$ cat src/rtl/ysyx_22050710_divider_pkg.sv
// Shared types, widths and helpers for the iterative restoring divider.
package ysyx_22050710_divider_pkg;

    localparam int unsigned XLEN   = 64;
    localparam int unsigned CNT_W  = 7;
    localparam int unsigned HALF_W = 32;

    localparam logic [CNT_W-1:0] ITER_D = CNT_W'(XLEN);
    localparam logic [CNT_W-1:0] ITER_W = CNT_W'(HALF_W);

    // Controller states
    typedef enum logic [1:0] {
        S_IDLE = 2'd0,
        S_BUSY = 2'd1,
        S_DONE = 2'd2
    } div_state_e;

    // Result payload handed back to the EXU
    typedef struct packed {
        logic [XLEN-1:0] quo;
        logic [XLEN-1:0] rem;
    } div_result_t;

    // Sign-extend a 32-bit value to XLEN
    function automatic logic [XLEN-1:0] sext32(input logic [HALF_W-1:0] v);
        return {{(XLEN - HALF_W){v[HALF_W-1]}}, v};
    endfunction

    // Zero-extend a 32-bit value to XLEN
    function automatic logic [XLEN-1:0] zext32(input logic [HALF_W-1:0] v);
        return {{(XLEN - HALF_W){1'b0}}, v};
    endfunction

endpackage

$ cat src/rtl/ysyx_22050710_div_signfix.sv
// Conditional two's-complement negate, used for operand abs and result fixup.
module ysyx_22050710_div_signfix
    import ysyx_22050710_divider_pkg::*;
(
    input  logic [XLEN-1:0] i_val,
    input  logic            i_neg,
    output logic [XLEN-1:0] o_val_c
);

    // Negate when requested, pass through otherwise
    always_comb begin
        o_val_c = i_neg ? (~i_val + XLEN'(1)) : i_val;
    end

endmodule

$ cat src/rtl/ysyx_22050710_divider.sv
// Multi-cycle radix-2 restoring divider serving DIV/DIVU/REM/REMU and W variants.
module ysyx_22050710_divider
    import ysyx_22050710_divider_pkg::*;
(
    input  logic            i_clk,
    input  logic            i_rst,
    input  logic            i_flush,
    input  logic            i_div_valid,
    output logic            o_div_ready,
    input  logic [XLEN-1:0] i_dividend,
    input  logic [XLEN-1:0] i_divisor,
    input  logic            i_div_signed,
    input  logic            i_word,
    output logic            o_out_valid,
    input  logic            i_out_ready,
    output logic [XLEN-1:0] o_quotient,
    output logic [XLEN-1:0] o_remainder
);

    localparam logic [XLEN-1:0] MIN_D = {1'b1, {(XLEN-1){1'b0}}};

    div_state_e       state_q, state_d;
    logic [CNT_W-1:0] cnt_q, cnt_d;
    logic [XLEN-1:0]  prem_q, prem_d;
    logic [XLEN-1:0]  quo_q, quo_d;
    logic [XLEN-1:0]  dvs_q, dvs_d;
    logic             neg_quo_q, neg_quo_d;
    logic             neg_rem_q, neg_rem_d;
    logic             word_q, word_d;
    div_result_t      res_q, res_d;
    logic             out_valid_q, out_valid_d;
    logic             div_ready_q, div_ready_d;

    logic [XLEN-1:0]  dnd_ext_c, dvs_ext_c;
    logic             dnd_neg_c, dvs_neg_c;
    logic [XLEN-1:0]  dnd_abs_c, dvs_abs_c;
    logic             div_zero_c, overflow_c, accept_c;
    logic [XLEN:0]    prem_sh_c, trial_c;
    logic [XLEN-1:0]  iter_prem_c, iter_quo_c;
    logic [XLEN-1:0]  quo_fix_c, rem_fix_c;
    logic [XLEN-1:0]  quo_fin_c, rem_fin_c;

    // Operand conditioning: width/sign extension and special-case detection
    always_comb begin
        if (i_word) begin
            dnd_ext_c = i_div_signed ? sext32(i_dividend[HALF_W-1:0]) : zext32(i_dividend[HALF_W-1:0]);
            dvs_ext_c = i_div_signed ? sext32(i_divisor[HALF_W-1:0])  : zext32(i_divisor[HALF_W-1:0]);
        end else begin
            dnd_ext_c = i_dividend;
            dvs_ext_c = i_divisor;
        end
        dnd_neg_c  = i_div_signed & dnd_ext_c[XLEN-1];
        dvs_neg_c  = i_div_signed & dvs_ext_c[XLEN-1];
        div_zero_c = (dvs_ext_c == '0);
        overflow_c = i_div_signed
                   & (dnd_ext_c == (i_word ? sext32(32'h8000_0000) : MIN_D))
                   & (dvs_ext_c == '1);
        accept_c   = (state_q == S_IDLE) & i_div_valid & ~i_flush;
    end

    ysyx_22050710_div_signfix u_abs_dnd (
        .i_val   (dnd_ext_c),
        .i_neg   (dnd_neg_c),
        .o_val_c (dnd_abs_c)
    );

    ysyx_22050710_div_signfix u_abs_dvs (
        .i_val   (dvs_ext_c),
        .i_neg   (dvs_neg_c),
        .o_val_c (dvs_abs_c)
    );

    // One restoring step: shift in the next dividend bit, subtract if it fits
    always_comb begin
        prem_sh_c   = {prem_q, quo_q[XLEN-1]};
        trial_c     = prem_sh_c - {1'b0, dvs_q};
        iter_prem_c = trial_c[XLEN] ? prem_sh_c[XLEN-1:0] : trial_c[XLEN-1:0];
        iter_quo_c  = {quo_q[XLEN-2:0], ~trial_c[XLEN]};
    end

    ysyx_22050710_div_signfix u_fix_quo (
        .i_val   (iter_quo_c),
        .i_neg   (neg_quo_q),
        .o_val_c (quo_fix_c)
    );

    ysyx_22050710_div_signfix u_fix_rem (
        .i_val   (iter_prem_c),
        .i_neg   (neg_rem_q),
        .o_val_c (rem_fix_c)
    );

    // W results are always sign-extended from bit 31, even for unsigned ops
    always_comb begin
        quo_fin_c = word_q ? sext32(quo_fix_c[HALF_W-1:0]) : quo_fix_c;
        rem_fin_c = word_q ? sext32(rem_fix_c[HALF_W-1:0]) : rem_fix_c;
    end

    // Next-state, datapath and output-register update
    always_comb begin
        state_d   = state_q;
        cnt_d     = cnt_q;
        prem_d    = prem_q;
        quo_d     = quo_q;
        dvs_d     = dvs_q;
        neg_quo_d = neg_quo_q;
        neg_rem_d = neg_rem_q;
        word_d    = word_q;
        res_d     = res_q;

        if (i_flush) begin
            state_d = S_IDLE;
        end else begin
            unique case (state_q)
                S_IDLE: begin
                    if (accept_c) begin
                        word_d    = i_word;
                        neg_quo_d = dnd_neg_c ^ dvs_neg_c;
                        neg_rem_d = dnd_neg_c;
                        if (div_zero_c) begin
                            res_d.quo = '1;
                            res_d.rem = i_word ? sext32(i_dividend[HALF_W-1:0]) : i_dividend;
                            state_d   = S_DONE;
                        end else if (overflow_c) begin
                            res_d.quo = dnd_ext_c;
                            res_d.rem = '0;
                            state_d   = S_DONE;
                        end else begin
                            // W magnitudes start at the top so their bits shift out first
                            prem_d  = '0;
                            quo_d   = i_word ? {dnd_abs_c[HALF_W-1:0], {HALF_W{1'b0}}} : dnd_abs_c;
                            dvs_d   = dvs_abs_c;
                            cnt_d   = i_word ? ITER_W : ITER_D;
                            state_d = S_BUSY;
                        end
                    end
                end
                S_BUSY: begin
                    prem_d = iter_prem_c;
                    quo_d  = iter_quo_c;
                    cnt_d  = cnt_q - CNT_W'(1);
                    if (cnt_q == CNT_W'(1)) begin
                        res_d.quo = quo_fin_c;
                        res_d.rem = rem_fin_c;
                        state_d   = S_DONE;
                    end
                end
                S_DONE: begin
                    if (i_out_ready) begin
                        state_d = S_IDLE;
                    end
                end
                default: begin
                    state_d = S_IDLE;
                end
            endcase
        end

        out_valid_d = (state_d == S_DONE);
        div_ready_d = (state_d == S_IDLE);
    end

    // State and datapath registers with synchronous reset
    always_ff @(posedge i_clk) begin
        if (i_rst) begin
            state_q     <= S_IDLE;
            cnt_q       <= '0;
            prem_q      <= '0;
            quo_q       <= '0;
            dvs_q       <= '0;
            neg_quo_q   <= 1'b0;
            neg_rem_q   <= 1'b0;
            word_q      <= 1'b0;
            res_q       <= '0;
            out_valid_q <= 1'b0;
            div_ready_q <= 1'b1;
        end else begin
            state_q     <= state_d;
            cnt_q       <= cnt_d;
            prem_q      <= prem_d;
            quo_q       <= quo_d;
            dvs_q       <= dvs_d;
            neg_quo_q   <= neg_quo_d;
            neg_rem_q   <= neg_rem_d;
            word_q      <= word_d;
            res_q       <= res_d;
            out_valid_q <= out_valid_d;
            div_ready_q <= div_ready_d;
        end
    end

    assign o_div_ready = div_ready_q;
    assign o_out_valid = out_valid_q;
    assign o_quotient  = res_q.quo;
    assign o_remainder = res_q.rem;

endmodule

$ cat config.mk
export PLATFORM = sky130hd
export DESIGN_NAME = ysyx_22050710_divider
export DESIGN_NICKNAME = d
export VERILOG_FILES = /design/src/rtl/ysyx_22050710_divider_pkg.sv /design/src/rtl/ysyx_22050710_div_signfix.sv /design/src/rtl/ysyx_22050710_divider.sv
export SDC_FILE = /design/constraint.sdc
export NUM_CORES = 1
export LEC_CHECK = 0
export CORE_UTILIZATION = 30
export DETAILED_ROUTE_END_ITERATION = 7
export PLACE_DENSITY_LB_ADDON = 0.1
export RECOVER_POWER = 50
export SLEW_MARGIN = 15
export SYNTH_ARGS = -nofsm -noshare
export SYNTH_HDL_FRONTEND = slang
export SYNTH_HIERARCHICAL = 1
export SYNTH_SLANG_ARGS = --single-unit
export TNS_END_PERCENT = 10
$ cat constraint.sdc
create_clock -name i_clk -period 15.4 [get_ports i_clk]
set_input_delay 3.08 -clock i_clk [delete_from_list [all_inputs] [get_ports i_clk]]
set_output_delay 3.08 -clock i_clk [all_outputs]
set_load 0.05 [all_outputs]
==> impl_metrics.py, run 1 <==
metrics = {
    "run_status": {
        "status": "complete, but fails checks",
        "violations": "max-capacitance violations, max-slew violations",
    },
    "worst_setup_path": {
        "crit_cells": 11,
        "path_class": "input pin to flop",
        "cp_max_fo": 102,
        "r2r-start": "quo_q[63]",
        "r2r_cells": 24,
        "crit_chain": "clkbuf_1 > nand2_1 > o31ai_1 > nor3b_1 > clkbuf_1 > a31oi_1 > o21ai_0 > nand2_1 > buf_4 > a311oi_1 > nor3_1",
        "endpoint_kind": "flop",
        "start_kind": "input pin",
        "slowest_delay_ns": 2.03,
        "crit_start": "i_word",
        "cp.required_ns": 15.84,
        "r2r_end": "o_remainder[32]",
        "crit_family": "buffers and inverters",
        "r2r_slack_ns": 8.08,
        "arrival_ns": 11.30,
        "crit_buf_inv": 3,
        "cpMaxStageDelayCell": "clkbuf_1",
    },
    "die": {
        "die_y_um": 301,
        "initial_core_util": 0.303,
        "io-pin-count": 265,
        "dieArea_um2": 90400,
        "num_rows": 109,
        "coreArea_um2": 88400,
        "die_w_um": 301,
    },
    "global_route": {
        "grt_start_max_net_pins": 106,
        "grt_pass1_wl_mm": 166,
        "grt-ovfl-total": 0,
        "grt_pass1_vias": 25800,
        "antenna_found_initial": 9,
        "grt_usage": 0.237,
    },
    "sta": {
        "clock_skew_ns": 0.0275,
        "slew-limit-headroom": -1.10,
        "max_freq_mhz": 92.0,
        "finalSetupTns_ns": 0,
        "min_period_ns": 10.87,
        "min_period_over_period": 0.706,
        "worst_pin_slew_ns": 3.14,
        "rsz0062_at_grt": "false",
        "setup_viol": 0,
        "drv_slew": 282,
        "final-hold-violation-count": 0,
    },
    "clocking": {
        "postCtsSetupBuffers": 0,
        "cts_hold_buf": 0,
        "clk_path_buf_depth": 3,
        "cts_buffers": 45,
        "clk_latency_ns": 0.60,
        "clkSinkCount": 334,
        "clk_pin_slew_ns": 0.05,
        "post_cts_resize_count": 0,
        "cts-root-buf": "clkbuf_16",
        "cts_tree": "built",
        "h-tree-depth": 2,
    },
    "power_and_ir_drop": {
        "p_sw_w": 0.000935,
        "ir_drop_mv": 0.0616,
        "p_leak_nw": 12.1,
        "power_density_nw_per_um2": 86.8,
        "finalPower_w": 0.00275,
        "combPwrFrac": 0.265,
        "power.share.clock": 0.405,
        "switching_share": 0.340,
        "p_int_w": 0.00181,
        "seq_power_share": 0.330,
    },
    "detailed_routing": {
        "viasPerCell": 5.59,
        "wirelength_mm": 110,
        "first_pass_iters": 7,
        "wire_per_inst_um": 23.1,
        "via_count": 26600,
        "drt_iter0_markers": 2237,
        "ant_nets": 0,
        "route.detailed.drc": 0,
    },
    "synth": {
        "synth_cell_types": 91,
        "avgSynthCellArea_um2": 7.71,
        "ys.flop_type": "dfxtp_1",
        "synth_nets": 3676,
        "synth-async-reset-ratio": 0,
        "yosysWarnings": 6,
        "synth_edf_count": 0,
        "synth-seq-area-share": 0.250,
        "synth_area_um2": 26800,
        "syn_inst": 3470,
        "ys_ff_latch": 334,
    },
    "worst_hold_path": {
        "min_path_cells": 2,
        "min_path_type": "flop to flop",
        "hold_path_end": "dvs_q[20]",
        "hp-start": "dvs_q[20]",
    },
    "layout": {
        "nNetsFinal": 3770,
        "final_cells": 4767,
        "mostFrequentLayoutCell": "nand2_1",
        "fillCellCount": 9443,
        "area_delta_synth_final_pct": 18.2,
        "final_util": 0.358,
        "final_area_um2": 31600,
        "layout-drive-gt1-share": 0.0953,
        "final_cell_mix": "nand2_1 (362), nor2_1 (343), dfxtp_1 (332)",
    },
    "place": {
        "dpl.hpwl_mm": 82.6,
        "io_buffer_count": 264,
        "globalplace.congestion": 0.909,
        "dp_cells": 4682,
        "placed_area_um2": 30100,
    },
    "run": {
        "maxCapViolCount": 5,
    },
}
==> through the flow <==
step	hold slack [ns]	worst slack, ns
global route	0.474	3.94
detailed placement	0.446	7.44
CTS	0.454	7.81
floorplan	0.436	9.30
global placement	0.444	7.07
finish	0.452	4.53
==> registers in the layout (all words and copies together), names as in the netlist <==
register	cells
cnt_q	7
dvs_q	64
neg_rem_q	1
o_out_valid	1
state_q	2
prem_q	64
word_q	1
o_div_ready	1
neg_quo_q	1
quo_q	64
o_quotient	64
o_remainder	64
==> logic make-up (layout without fill, tap and decap cells) <==
| family | Yosys count | in the layout | synth area share |
|---|---|---|---|
| xor gates and xnor gates | 311 | 311 | 0.102 |
| adders and majority gates | 71 | 71 | 0.0335 |
| DFF | 334 | 334 | 0.250 |
| buffers and inverters | 385 | 514 | 0.0588 |
| AOI/OAI and AO/OA | 939 | 939 | 0.250 |
| other | 0 | 3 | 0 |
| muxes | 92 | 92 | 0.0437 |
| and+or+nand+nor | 1338 | 1338 | 0.262 |
==> worst max path at each step <==
stage | endpoint | slack [ns]
finish | o_remainder[61] | 4.53
detailed placement | o_remainder[61] | 7.44
floorplan | quo_q[63] | 9.30
CTS | o_remainder[32] | 7.81
global route | o_remainder[61] | 3.94
global placement | o_remainder[61] | 7.07
==> worst reg2reg max path, delay by kind of cell, from the launching register on <==
kind                       cells  cell delay [ns]
AOI/OAI and AO/OA              8             2.26
xor gates and xnor gates       2             0.32
adders and majority gates      2             0.57
buffers and inverters          4             0.98
DFF                            1             0.37
muxes                          1             0.43
and+or+nand+nor                7             2.24
==> synthesized netlist by cell type (all sizes together), types with 16 or more instances <==
| cell type | number | area share |
|---|---|---|
| nand2 | 366 | 0.051 |
| nor2 | 350 | 0.049 |
| dfxtp | 334 | 0.25 |
| a21oi | 289 | 0.054 |
| xnor2 | 283 | 0.093 |
| clkbuf | 203 | 0.028 |
| o21ai | 153 | 0.029 |
| nor3 | 146 | 0.030 |
| inv | 135 | 0.019 |
| nand2b | 118 | 0.028 |
| o31ai | 114 | 0.036 |
| nand3 | 75 | 0.018 |
| ha | 70 | 0.033 |
| or4 | 69 | 0.023 |
| a311oi | 65 | 0.021 |
| mux2 | 56 | 0.030 |
| o41ai | 55 | 0.025 |
| or3 | 53 | 0.014 |
| a22o | 52 | 0.017 |
| nand4 | 51 | 0.015 |
| nor4 | 49 | 0.015 |
| buf | 47 | 0.011 |
| a21o | 40 | 0.011 |
| a221oi | 38 | 0.013 |
| mux2i | 36 | 0.013 |
| a211oi | 33 | 0.0097 |
| a222oi | 31 | 0.012 |
| xor2 | 28 | 0.0092 |
| or2 | 27 | 0.0063 |
| o21bai | 16 | 0.0045 |
==> area by class of cell <==
| cell class | instances | area [µm²] | area share |
|---|---|---|---|
| diodes | 3 | 7.51 | 0.000237 |
| clock buffers | 65 | 1340 | 0.0425 |
| clock inverters | 17 | 195 | 0.00617 |
| inverters | 135 | 507 | 0.0160 |
| multi-input cells | 2751 | 18600 | 0.587 |
| flip-flops and latches | 334 | 6690 | 0.211 |
| well taps | 1165 | 1460 | 0.0461 |
| repair buffers | 297 | 2870 | 0.0908 |
==> power groups by stage <==
stage               clock [W]  sequential, W  combinational, W
CTS                   0.00114       0.000906          0.000722
finish                0.00111       0.000906          0.000729
global route          0.00118       0.000909          0.000788
floorplan                   0       0.000919          0.000491
global placement            0       0.000925          0.000722
detailed placement          0       0.000925          0.000718
==> per-layer routing <==
| metal | share of wire | vias to the layer above | wire length, µm | track usage |
|---|---|---|---|---|
| met4 | 0.017 | 2 | 1870 | 0.0470 |
| met5 | 0.00010 | - | 11 | 0 |
| li1 | - | 12800 | - | - |
| met2 | 0.44 | 759 | 48500 | 0.369 |
| met3 | 0.062 | 95 | 6830 | 0.0351 |
| met1 | 0.48 | 13000 | 52800 | 0.345 |
Power figures use the tool's default switching activity.
==> inputs of run 2 (changes only) <==
==> constraint.sdc (replaced) <==
create_clock -name i_clk -period 11 [get_ports i_clk]
set_input_delay 2.2 -clock i_clk [delete_from_list [all_inputs] [get_ports i_clk]]
set_output_delay 2.2 -clock i_clk [all_outputs]
set_load 0.05 [all_outputs]
==> run 2 against run 1 <==
  * The flow finishes with violations (design-rule violations, max-capacitance violations, max-slew violations)
  * Clock skew down 0.0074 ns
  * Worst hold slack better by 0.0013 ns
  * Final cell count barely moved
  * Total power increased by 38%
  * Combinational power up 41%
  * Global-route usage decreased by 0.14 points
  * First-iteration DRC count up 5.3%
  * Largest cell class unchanged
==> impl_metrics.py, run 2 (same netlist as run 1, synthesis figures left out) <==
metrics = {
    "worst_setup_path": {
        "cp_max_fo": 64,
        "start_kind": "input pin",
        "cp.required_ns": 11.53,
        "endpoint_kind": "flop",
        "path_class": "input pin to flop",
        "r2r_slack_ns": 4.15,
        "arrival_ns": 9.31,
    },
    "layout": {
        "nNetsFinal": 3770,
        "area_delta_synth_final_pct": 18.1,
        "fillCellCount": 9527,
        "regArea_um2": 6690,
        "mostFrequentLayoutCell": "nand2_1",
        "final_area_um2": 31600,
        "multi_input_area_um2": 18600,
        "layout-drive-gt1-share": 0.0951,
        "final_cell_mix": "nand2_1 (361), nor2_1 (343), dfxtp_1 (332)",
    },
    "sta": {
        "finalSetupTns_ns": 0,
        "setup_viol": 0,
        "slew-limit-headroom": -1.03,
        "drv_slew": 57,
        "min_period_ns": 8.79,
        "worst_pin_slew_ns": 3.04,
        "min_period_over_period": 0.799,
        "final-hold-violation-count": 0,
        "rsz0062_at_grt": "false",
        "clock_skew_ns": 0.0200,
        "max_freq_mhz": 114,
    },
    "global_route": {
        "antenna_found_initial": 9,
        "grt_start_max_net_pins": 106,
        "grt-ovfl-total": 0,
        "grt_usage": 0.236,
        "grt_pass1_vias": 25500,
        "grt_pass1_wl_mm": 165,
    },
    "die": {
        "initial_core_util": 0.303,
        "io-pin-count": 265,
        "dieArea_um2": 90400,
        "num_rows": 109,
        "die_y_um": 301,
        "coreArea_um2": 88400,
        "die_w_um": 301,
    },
    "place": {
        "io_buffer_count": 264,
        "dpl.hpwl_mm": 81.9,
        "placed_area_um2": 30100,
        "globalplace.congestion": 0.888,
    },
    "clocking": {
        "cts_hold_buf": 0,
        "cts_tree": "built",
        "cts-root-buf": "clkbuf_16",
        "post_cts_resize_count": 0,
        "cts_buffers": 45,
        "clk_pin_slew_ns": 0.06,
        "h-tree-depth": 2,
        "clk_path_buf_depth": 3,
        "clk_latency_ns": 0.60,
        "postCtsSetupBuffers": 0,
        "clkSinkCount": 334,
    },
    "power_and_ir_drop": {
        "p_leak_nw": 12.1,
        "power_density_nw_per_um2": 120,
        "ir_drop_mv": 0.0845,
    },
    "run": {
        "maxCapViolCount": 1,
    },
    "detailed_routing": {
        "drt_iter0_markers": 2355,
        "wire_per_inst_um": 23.0,
        "viasPerCell": 5.60,
        "ant_nets": 0,
        "route.detailed.drc": 15,
        "via_count": 26700,
        "wirelength_mm": 110,
        "first_pass_iters": 8,
    },
    "run_status": {
        "status": "complete, but fails checks",
        "violations": "design-rule violations, max-capacitance violations, max-slew violations",
    },
    "worst_hold_path": {
        "min_path_type": "flop to flop",
    },
}
## run 2: power by group
| part | leakage (nW) | total [W] | internal, W | switching, W |
|---|---|---|---|---|
| Sequential | 2.70 | 0.00127 | 0.00124 | 0.0000297 |
| Combinational | 8.67 | 0.00103 | 0.000359 | 0.000671 |
| Clock | 0.724 | 0.00150 | 0.000889 | 0.000609 |
| Total | 12.1 | 0.00380 | 0.00249 | 0.00131 |
## run 2: final timing paths
kind,to,start,cells past startpoint
min,dvs_q[28],dvs_q[28],2
max,quo_q[63],i_word,11
min reg2reg,dvs_q[28],dvs_q[28],2
max reg2reg,o_remainder[32],prem_q[43],20
## run 2: worst max-delay path, cell delays in order
cell and delay, ns:
clkbuf_1 2.11, nand2_1 1.64, nand2_1 0.46, and2_2 0.22
buf_4 0.57, o21ai_0 0.26, xnor2_1 0.31, mux2i_1 0.12
a211oi_1 1.15, a21oi_1 0.07, nor2_1 0.13
## run 2: final cells by class
cell class                 instances  area share
antenna                            2    0.000158
clock inverter                     9     0.00249
sequential                       334       0.212
tap                             1165      0.0461
inverter                         135      0.0160
timing repair buffer             297      0.0917
clock buffer                      71      0.0442
multi-input combinational       2751       0.588
## run 2: routing by layer
metal  part of all wire  global-route usage
met5            0.00025                   0
met4              0.017              0.0469
met3              0.060              0.0311
met2               0.44               0.365
met1               0.48               0.347
## run 2: per-stage QoR
step           total power, W  worst slack [ns]  instances  utilization  hold WS [ns]
6_report              0.00380              2.21       4764        0.358         0.454
5_1_grt               0.00396              1.93       4762        0.358         0.475
2_1_floorplan         0.00197              5.70       3470            -         0.436
3_3_place_gp          0.00232              3.31       4681        0.341         0.445
4_1_cts               0.00382              3.80       4761        0.358         0.457
3_5_place_dp          0.00231              3.20       4681        0.341         0.447
